File: src/rtl/sm4_crypt_core_if.sv
// ---------------------------------------------------------------------------
// sm4_crypt_core_if
//
// Block-level bus of the SM4 round core: input block plus direction select,
// and the result. The signal names match the core's documented port names.
//
// Handshake rules (both directions):
//   A transfer happens on a rising clk edge where valid and ready are both
//   high. The producer holds its data and valid stable until that edge. The
//   consumer may raise or lower ready at any time, and ready may depend
//   combinationally on the consumer's state. Valid never depends on ready.
//   Input side : data_valid_in / data_ready_out, payload data_in and
//                encdec_sel_in.
//   Output side: result_valid_out, payload result_out. With
//                SM4_OUT_HANDSHAKE_EN defined, result_ready_in completes the
//                output transfer. Without it, result_valid_out is a single
//                cycle pulse that cannot be back-pressured.
//
// Modports
//   master : the block source / result sink (upstream logic or testbench)
//   slave  : the SM4 core
//
// Optional feature macro: SM4_OUT_HANDSHAKE_EN
// ---------------------------------------------------------------------------
interface sm4_crypt_core_if;
    logic         encdec_sel_in;
    logic [127:0] data_in;
    logic         data_valid_in;
    logic         data_ready_out;
    logic [127:0] result_out;
    logic         result_valid_out;
`ifdef SM4_OUT_HANDSHAKE_EN
    logic         result_ready_in;
`endif

    modport master (
        output encdec_sel_in, data_in, data_valid_in,
`ifdef SM4_OUT_HANDSHAKE_EN
        output result_ready_in,
`endif
        input  data_ready_out, result_out, result_valid_out
    );

    modport slave (
        input  encdec_sel_in, data_in, data_valid_in,
`ifdef SM4_OUT_HANDSHAKE_EN
        input  result_ready_in,
`endif
        output data_ready_out, result_out, result_valid_out
    );
endinterface

File: src/rtl/sm4_crypt_core.sv
// ---------------------------------------------------------------------------
// sm4_crypt_core
//
// Iterative SM4 block cipher datapath: one round per clock, 32 rounds per
// block, taking externally expanded round keys. Encrypt and decrypt differ
// only in the order in which the round keys are consumed.
//
// Ports
//   clk                 : rising-edge clock
//   reset_n             : asynchronous active-low reset
//   sm4_enable_in       : global enable; low aborts any block in flight
//   key_exp_finished_in : round keys are stable; low aborts any block in flight
//   round_keys_in       : rk_i at [32i+31:32i], i = 0..31
//   bus                 : block handshake (sm4_crypt_core_if.slave)
//   fsm_state           : debug view of the controller state
//
// Timing: accept on edge 0, rounds on edges 1..32, result registered with
// result_valid_out on edge 33, ready again in the same cycle.
//
// Optional feature macro: SM4_OUT_HANDSHAKE_EN
//   defined   : result_valid_out holds until result_ready_in is seen high
//   undefined : result_valid_out is a one-cycle pulse
// ---------------------------------------------------------------------------

// 8-bit SM4 substitution box, purely combinational.
module sm4_sbox (
    input  logic [7:0] in_byte,
    output logic [7:0] out_byte
);
    localparam logic [2047:0] SBOX_TABLE = {
        128'hd690e9fecce13db716b614c228fb2c05,
        128'h2b679a762abe04c3aa44132649860699,
        128'h9c4250f491ef987a33540b43edcfac62,
        128'he4b31ca9c908e89580df94fa758f3fa6,
        128'h4707a7fcf37317ba83593c19e6854fa8,
        128'h686b81b27164da8bf8eb0f4b70569d35,
        128'h1e240e5e6358d1a225227c3b01217887,
        128'hd40046579fd327524c3602e7a0c4c89e,
        128'heabf8ad240c738b5a3f7f2cef96115a1,
        128'he0ae5da49b341a55ad933230f58cb1e3,
        128'h1df6e22e8266ca60c02923ab0d534e6f,
        128'hd5db3745defd8e2f03ff6a726d6c5b51,
        128'h8d1baf92bbddbc7f11d95c411f105ad8,
        128'h0ac13188a5cd7bbd2d74d012b8e5b4b0,
        128'h8969974a0c96777e65b9f109c56ec684,
        128'h18f07dec3adc4d2079ee5f3ed7cb3948
    };

    // Entry 0 sits in the top byte; ~in_byte * 8 is its bit offset.
    assign out_byte = SBOX_TABLE[{~in_byte, 3'b000} +: 8];
endmodule

module sm4_crypt_core (
    input  logic                   clk,
    input  logic                   reset_n,
    input  logic                   sm4_enable_in,
    input  logic                   key_exp_finished_in,
    input  logic [1023:0]          round_keys_in,
    sm4_crypt_core_if.slave        bus,
    output logic [1:0]             fsm_state
);
    typedef enum logic [1:0] {
        IDLE  = 2'd0,
        ROUND = 2'd1,
        OUT   = 2'd2
    } state_t;

    state_t         state;
    logic [4:0]     cnt;
    logic [127:0]   blk;        // {X(i), X(i+1), X(i+2), X(i+3)}
    logic           decrypt;
    logic [127:0]   result_q;
    logic           valid_q;

    logic           run_ok;
    logic [4:0]     rk_idx;
    logic [31:0]    rk;
    logic [31:0]    mix;
    logic [31:0]    tau;
    logic [31:0]    lin;
    logic [31:0]    x_new;
    logic [127:0]   blk_rev;

    assign run_ok              = sm4_enable_in && key_exp_finished_in;
    assign bus.data_ready_out  = (state == IDLE) && run_ok;
    assign bus.result_out      = result_q;
    assign bus.result_valid_out = valid_q;
    assign fsm_state           = state;

    // Decrypt walks the keys backwards; 31-cnt equals ~cnt in 5 bits.
    assign rk_idx = decrypt ? ~cnt : cnt;
    assign rk     = round_keys_in[{rk_idx, 5'b00000} +: 32];

    assign mix = blk[95:64] ^ blk[63:32] ^ blk[31:0] ^ rk;

    for (genvar g = 0; g < 4; g++) begin : g_sbox
        sm4_sbox u_sbox (
            .in_byte  (mix[8*g +: 8]),
            .out_byte (tau[8*g +: 8])
        );
    end

    // Linear diffusion L(B) = B ^ B<<<2 ^ B<<<10 ^ B<<<18 ^ B<<<24.
    assign lin = tau
               ^ {tau[29:0], tau[31:30]}
               ^ {tau[21:0], tau[31:22]}
               ^ {tau[13:0], tau[31:14]}
               ^ {tau[7:0],  tau[31:8]};

    assign x_new   = blk[127:96] ^ lin;
    assign blk_rev = {blk[31:0], blk[63:32], blk[95:64], blk[127:96]};

    always_ff @(posedge clk or negedge reset_n) begin
        if (!reset_n) begin
            state    <= IDLE;
            cnt      <= 5'd0;
            blk      <= 128'd0;
            decrypt  <= 1'b0;
            result_q <= 128'd0;
            valid_q  <= 1'b0;
        end else begin
            case (state)
                IDLE: begin
                    valid_q <= 1'b0;
                    if (bus.data_valid_in && bus.data_ready_out) begin
                        blk     <= bus.data_in;
                        decrypt <= bus.encdec_sel_in;
                        cnt     <= 5'd0;
                        state   <= ROUND;
                    end
                end

                ROUND: begin
                    if (!run_ok) begin
                        // Abandon the block; result_out keeps the last result.
                        state <= IDLE;
                    end else begin
                        blk <= {blk[95:0], x_new};
                        cnt <= cnt + 5'd1;   // wraps to 0 after round 31
                        if (cnt == 5'd31) begin
                            state <= OUT;
                        end
                    end
                end

                OUT: begin
`ifdef SM4_OUT_HANDSHAKE_EN
                    if (!run_ok) begin
                        valid_q <= 1'b0;
                        state   <= IDLE;
                    end else if (!valid_q) begin
                        result_q <= blk_rev;
                        valid_q  <= 1'b1;
                    end else if (bus.result_ready_in) begin
                        valid_q <= 1'b0;
                        state   <= IDLE;
                    end
`else
                    if (run_ok) begin
                        result_q <= blk_rev;
                        valid_q  <= 1'b1;
                    end
                    state <= IDLE;
`endif
                end

                default: begin
                    state   <= IDLE;
                    valid_q <= 1'b0;
                end
            endcase
        end
    end
endmodule

File: src/flat_wrapper.sv
// flat-port wrapper written by rule: the top's interface ports become plain ports
module sm4_crypt_core_flat 
  (clk, reset_n, sm4_enable_in, key_exp_finished_in, round_keys_in, fsm_state, bus_encdec_sel_in, bus_data_in, bus_data_valid_in, bus_data_ready_out, bus_result_out, bus_result_valid_out);
  sm4_crypt_core_if bus_i ();
  input  logic clk;
  input  logic reset_n;
  input  logic sm4_enable_in;
  input  logic key_exp_finished_in;
  input  logic [1023:0] round_keys_in;
  output logic [1:0] fsm_state;
  input wire logic [$bits(bus_i.encdec_sel_in)-1:0] bus_encdec_sel_in;
  input wire logic [$bits(bus_i.data_in)-1:0] bus_data_in;
  input wire logic [$bits(bus_i.data_valid_in)-1:0] bus_data_valid_in;
  output wire logic [$bits(bus_i.data_ready_out)-1:0] bus_data_ready_out;
  output wire logic [$bits(bus_i.result_out)-1:0] bus_result_out;
  output wire logic [$bits(bus_i.result_valid_out)-1:0] bus_result_valid_out;
  assign bus_i.encdec_sel_in = bus_encdec_sel_in;
  assign bus_i.data_in = bus_data_in;
  assign bus_i.data_valid_in = bus_data_valid_in;
  assign bus_data_ready_out = bus_i.data_ready_out;
  assign bus_result_out = bus_i.result_out;
  assign bus_result_valid_out = bus_i.result_valid_out;
  sm4_crypt_core u_core (.clk(clk), .reset_n(reset_n), .sm4_enable_in(sm4_enable_in), .key_exp_finished_in(key_exp_finished_in), .round_keys_in(round_keys_in), .bus(bus_i), .fsm_state(fsm_state));
endmodule
File: config.mk
export PLATFORM = sky130hd
export DESIGN_NAME = sm4_crypt_core_flat
export DESIGN_NICKNAME = d
export VERILOG_FILES = /design/src/rtl/sm4_crypt_core_if.sv /design/src/rtl/sm4_crypt_core.sv /design/src/flat_wrapper.sv
export SDC_FILE = /design/constraint.sdc
export NUM_CORES = 2
export LEC_CHECK = 0
export BUFFER_PORTS_ARGS = -buffer_cell sky130_fd_sc_hd__buf_2
export CORE_AREA = 2 2 508 510
export CTS_BUF_LIST = sky130_fd_sc_hd__clkbuf_4 sky130_fd_sc_hd__clkbuf_8
export DETAILED_ROUTE_END_ITERATION = 6
export DIE_AREA = 0 0 510 512
export SYNTH_ARGS = -nofsm -noshare
export SYNTH_HDL_FRONTEND = slang
export SYNTH_SLANG_ARGS = --single-unit
File: constraint.sdc
create_clock -name clk -period 8.9 [get_ports clk]
set_input_delay 0.445 -clock clk [delete_from_list [all_inputs] [get_ports clk]]
set_output_delay 0.445 -clock clk [all_outputs]
set_load 0.05 [all_outputs]
-- Word-level counts from Yosys, hierarchy flattened
Cells that the tools add are included.
- register bits: 265
- bits of input ports: 1158
- output and inout bits: 132
- logic and storage cells: 56
- add/subtract/negate cells: 1
- eq/ne operators: 7
- shift operators: 5
- muxes and demuxes: 13
- bitwise operators: 14
- reductions and logical operators: 10
- operators by type and width (cell ; count):
    2048-bit by 12-bit variable part select with 8-bit output, first input constant ; 4
    1024-bit by 11-bit variable part select with 32-bit output ; 1
    128-bit 2-to-1 mux ; 2
    128-bit one-hot mux with 2 select lines ; 1
    32-bit XOR ; 8
    8-bit NOT ; 4
    5-bit 2-to-1 mux ; 3
    5-bit one-hot mux with 2 select lines ; 1
    2-bit AND reduction ; 4
    2-bit 2-to-1 mux ; 3
    5-bit by 1-bit adder with 5-bit output, second input constant ; 1
    5-bit == test, second input constant ; 1
    5-bit NOT ; 1
    2-bit by 1-bit != test with 1-bit output, second input constant ; 2
    2-bit one-hot mux with 2 select lines ; 1
    1-bit logical AND ; 3
    3-bit != test, second input constant ; 1
    3-bit AND reduction ; 1
    2-bit by 1-bit == test with 1-bit output, second input constant ; 1
    2-bit == test, second input constant ; 1
    2-bit zero test ; 1
    2-bit != test, second input constant ; 1
    1-bit one-hot mux with 2 select lines ; 1
    2-bit nonzero test ; 1
    other kinds (2) ; 2

-- Longest topological paths before layout
- word-level depth: 13
- gate-level depth with buffers: 30
- depth with buffers taken out: 20

-- Cells and area by module
Synthesis repeated with hierarchy kept, for this count alone.
- cells, all modules: 4612
- area, all modules: 41653.7 um^2
- by module, submodules not included (module ; instances ; cells an instance ; area each (um^2) ; seq. area each (um^2)):
    sm4_crypt_core ; 1 ; 2460 ; 28616.2 ; 6631.4
    sm4_sbox ; 4 ; 538 ; 3259.4 ; 0.0

-- Least setup slack after synthesis
No wires, ideal clock.
- kind: flip-flop to flip-flop
- start: register u_core.cnt[0]
- end: register u_core.blk[14]
- library setup time: 0.121 ns
- arrival: 5.662 ns
- data required time: 8.779 ns
- path slack: 3.117 ns
- stages on the path, launching flop included: 29
- path buffers: 9
- period minus slack after synthesis: 5.783 ns
- cell sequence: dfrtp_1 > buf_6 > buf_12 > buf_12 > buf_12 > buf_12 > buf_8 > mux4_2 > a221oi_1 > o21ai_1 > o2111ai_1 > and3_1 > nor2_4 > buf_4 > buf_2 > inv_1 > ha_1 > clkbuf_1 > clkinv_1 > nand2_1 > nor2_1 > a2111oi_0 > or3_1 > o32ai_1 > o31ai_2 > xnor3_1 > xnor2_1 > nor2_1 > o21ai_1
- word-level cells in the longest chain between the ends: 13
- elaborated cells between the ends (all ways): 19
- classes of those cells: 5 x shift; 3 x mux; 11 x bitwise
- ends and longest elaborated chain (item ; line ; text):
    start: declaration ; sm4_crypt_core.sv:69 ; logic [4:0] cnt;
    start signal: assignment ; sm4_crypt_core.sv:139 ; cnt <= cnt + 5'd1;
    5-bit NOT ; sm4_crypt_core.sv:91 ; assign rk_idx = decrypt ? ~cnt : cnt;
    5-bit 2-to-1 mux (*) ; sm4_crypt_core.sv:91 ;
    1024-bit by 11-bit variable part select with 32-bit output (*) ; sm4_crypt_core.sv:92 ; assign rk = round_keys_in[{rk_idx, 5'b00000} +: 32];
    32-bit XOR (*) ; sm4_crypt_core.sv:94 ; assign mix = blk[95:64] ^ blk[63:32] ^ blk[31:0] ^ rk;
    8-bit NOT ; sm4_crypt_core.sv:50 ; assign out_byte = SBOX_TABLE[{~in_byte, 3'b000} +: 8];
    2048-bit by 12-bit variable part select with 8-bit output ; sm4_crypt_core.sv:50 ;
    32-bit XOR ; sm4_crypt_core.sv:105 ; ^ {tau[29:0], tau[31:30]}
    32-bit XOR ; sm4_crypt_core.sv:106 ; ^ {tau[21:0], tau[31:22]}
    32-bit XOR ; sm4_crypt_core.sv:107 ; ^ {tau[13:0], tau[31:14]}
    32-bit XOR (*) ; sm4_crypt_core.sv:108 ; ^ {tau[7:0], tau[31:8]};
    32-bit XOR (*) ; sm4_crypt_core.sv:110 ; assign x_new = blk[127:96] ^ lin;
    128-bit 2-to-1 mux (*) ; sm4_crypt_core.sv:134 ; if (!run_ok) begin
    128-bit one-hot mux with 2 select lines (*) ; sm4_crypt_core.sv:122 ; case (state)
    end signal: assignment ; sm4_crypt_core.sv:126 ; blk <= bus.data_in;
    end signal: assignment ; sm4_crypt_core.sv:138 ; blk <= {blk[95:0], x_new};
    end: declaration ; sm4_crypt_core.sv:70 ; logic [127:0] blk;
Every way passes the cells marked *; elsewhere a longest branch is shown, timed or not. The select of a mux whose other input is x is not followed.
A chain may end at the register's enable or synchronous reset.

-- Final worst setup path
- start: register u_core.cnt[2]
- end: register u_core.blk[14]
The elaborated chain is that of the path after synthesis.

==> run metrics <==
CTS max path bufs=3; worst endpoint required time=9.46 ns; Vias/cell=5.65; DIE AREA=261,000 sq um; Max Fclk=126 MHz; DRC viols=12; period utilisation layout=0.890; RSZ-0062 raised after global routing=false; CTS tree=built; critical path's slowest cell=dfrtp_4; crit-path max FO=28; placement row count=186; Final Setup Violations=0; Worst Setup End Kind=flip-flop; first-pass GRT wire length=508,000 um; Mean Syn Cell Area=9.10 sq um; Root Driver=clkbuf_8; Initial Utilization=0.170; detailed placer's ending HPWL=333,000 um; Slew Limit Headroom=0.0634; WP buf/inv=5; Worst setup SP type=flip-flop; CTS sink cnt=265; Final min period=7.92 ns; Worst Setup Path Type=reg -> reg; Worst Tran Pin Value=1.40 ns; largest net degree at the start of global routing=162; IO buf count=1,289; Cell variety after synth=145; First-pass DRT Iterations=7; Iteration-0 DRC Markers=7,852; sequential fraction of the synthesis area=0.153; fin cells=9,668; Synth warnings=0; Synth Net Count=5,975; final slew viol count=0; Synth Register Bits=265; Final ANT Viol Nets=0; # placed instances=9,207; GRT Total Usage=0.289; Final Hold Slack=0.0255 ns; sum of negative setup slack=0 ns; failing checks=DRC; status=complete, but fails checks; critical path, cell by cell=buf_4, and2_1, a221oi_1, o21ai_0, o2111ai_1, a21oi_1, nor2_1, buf_4, inv_2, ha_1, inv_1, nand2_1, nor2_1, o311ai_0, o221ai_1, a22oi_1, buf_4, xor2_1, xnor3_1, xnor2_1, nor2_1, o21ai_1; detailed-route via count=54,700; H-tree Lvls=2; nets@finish=7,119; CP peak stage delay=0.82 ns; worst min-delay path class=in -> reg; Post-Synthesis Cells=4,776; Die Wd=510 um; critical path's top delay family=compound AO/OA/AOI/OAI gates; ys async rst share=1.00; Post-Syn Area=43,500 sq um; Worst Skew=0.0431 ns; gpl congestion=1.04; clock slew at reported path FFs=0.07 ns; share of cells above drive strength 1=0.400; Routed WL=397,000 um; vias in the first global route=50,600; WP data arrival=8.48 ns; Post-synth EDFFs=0; initial antenna violation count=289; Clock Latency Late Sink=0.71 ns; # IOs=1,290; Chip Height=512 um; core area=256,000 sq um; Syn-to-layout area delta=29.2%; TritonCTS Buffers=50; wire per inst=41.0 um; max-cap viol count=0; Hold Vio Cnt, Final=0; top_reg_cell synth=dfrtp_1; total global routing overflow=0
==> worst paths after layout <==
path                                      startpoint                        end  slack (ns)  cells past startpoint
setup / recovery                       u_core.cnt[2]             u_core.blk[14]        0.98                     22
hold / removal                       bus_data_in[86]             u_core.blk[86]        0.03                      3
setup reg to reg                       u_core.cnt[2]             u_core.blk[14]        0.98                     22
hold reg to reg            u_core.bus.result_out[51]  u_core.bus.result_out[51]        0.50                      1
max in group asynchronous                    reset_n  u_core.bus.result_out[24]        6.89                      3
min in group asynchronous                    reset_n  u_core.bus.result_out[68]        0.42                      2
==> timing repair <==
action,4_1_cts,5_1_grt
hold buffers,45,0
endpoints found under the setup margin,0,0
hold endpoints to repair,148,0
gates resized for setup,0,0
setup buffers,0,0
==> cell families (layout without fill, tap and decap cells) <==
kind of cell | count (synthesis) | count (layout) | share of synthesized area
adder cells (fa/ha/maj) | 41 | 41 | 0.0118
flip-flops | 265 | 265 | 0.153
AND/OR/NAND/NOR | 1341 | 1341 | 0.141
multiplexers | 794 | 794 | 0.310
AO/OA/AOI/OAI | 1545 | 1545 | 0.257
XOR/XNOR | 232 | 232 | 0.0529
buffers and inverters | 558 | 1743 | 0.0742
other | 0 | 323 | 0
==> registers in the layout, summed over array words and instances, names as in the netlist <==
| signal | count |
|---|---|
| u_core.blk | 128 |
| u_core.bus.result_out | 128 |
| u_core.cnt | 5 |
| u_core.fsm_state | 2 |
| u_core.bus.result_valid_out | 1 |
| u_core.decrypt | 1 |
==> cell usage in the layout, fill, tap and decap left out, types with 41 or more instances in the layout <==
| cell type | Yosys | final |
|---|---|---|
| nor3_1 | 79 | 76 |
| diode_2 | 0 | 323 |
| buf_2 | 156 | 1288 |
| nor2_1 | 400 | 396 |
| a22oi_1 | 78 | 78 |
| dfrtp_1 | 265 | 260 |
| a21oi_1 | 263 | 262 |
| mux2i_1 | 234 | 234 |
| a221oi_1 | 58 | 58 |
| xnor2_1 | 144 | 132 |
| o22ai_1 | 116 | 113 |
| a211oi_1 | 61 | 61 |
| a311oi_1 | 43 | 43 |
| clkbuf_8 | 11 | 64 |
| mux4_2 | 382 | 382 |
| xor2_1 | 59 | 55 |
| o211ai_1 | 93 | 93 |
| o21ai_0 | 187 | 186 |
| nand2_1 | 528 | 521 |
| a31oi_1 | 148 | 148 |
| nand3_1 | 96 | 95 |
| mux2_2 | 142 | 142 |
| ha_1 | 41 | 41 |
| o221ai_1 | 45 | 45 |
| dlygate4sd3_1 | 2 | 45 |
| buf_4 | 36 | 258 |
==> cell usage after synthesis (93+ instances only) <==
cell type / instances / share of area
nand2_1: 528 / 0.046
nor2_1: 400 / 0.035
mux4_2: 382 / 0.20
dfrtp_1: 265 / 0.15
a21oi_1: 263 / 0.030
mux2i_1: 234 / 0.054
clkbuf_1: 212 / 0.018
o21ai_0: 187 / 0.022
buf_2: 156 / 0.018
a31oi_1: 148 / 0.021
xnor2_1: 144 / 0.029
mux2_2: 142 / 0.037
o22ai_1: 116 / 0.017
nand3_1: 96 / 0.011
o211ai_1: 93 / 0.016
==> final cells by class <==
cell class | instances | area (sq um)
Fill cell | 28400 | 200000
Multi-Input combinational cell | 3953 | 34000
Clock buffer | 77 | 978
Inverter | 43 | 164
Antenna cell | 323 | 808
Clock inverter | 16 | 186
Timing Repair Buffer | 1607 | 9150
Tap cell | 3384 | 4230
Sequential cell | 265 | 6650
==> per-stage QoR <==
| step | instance area [sq um] | setup WS, ns | utilization |
|---|---|---|---|
| final | 56200 | 0.982 | 0.220 |
| after detailed placement | 53700 | 1.28 | 0.210 |
| after floorplan | 43500 | 3.12 | - |
| after global routing | 55800 | 0.853 | 0.218 |
| after global placement | 53700 | 1.27 | 0.210 |
| after CTS | 55300 | 1.24 | 0.216 |
==> layer usage <==
metal	up-vias	track usage	share of wire
met5	-	0	0.0023
met4	112	0.213	0.091
met3	1147	0.108	0.11
met2	4331	0.425	0.42
met1	27400	0.342	0.37
li1	21700	-	-
==> worst reg2reg max path, cell delays in order (launching register included) <==
cell and delay [ns]:
dfrtp_4 0.82, buf_4 0.54, and2_1 0.74, a221oi_1 0.40, o21ai_0 0.17, o2111ai_1 0.21
a21oi_1 0.59, nor2_1 0.11, buf_4 0.20, inv_2 0.40, ha_1 0.64, inv_1 0.29
nand2_1 0.15, nor2_1 0.13, o311ai_0 0.74, o221ai_1 0.26, a22oi_1 0.26, buf_4 0.24
xor2_1 0.30, xnor3_1 0.28, xnor2_1 0.14, nor2_1 0.12, o21ai_1 0.08
Power is not shown: default switching activity piles up to over one toggle a cycle in this logic, so the estimate is an artifact.
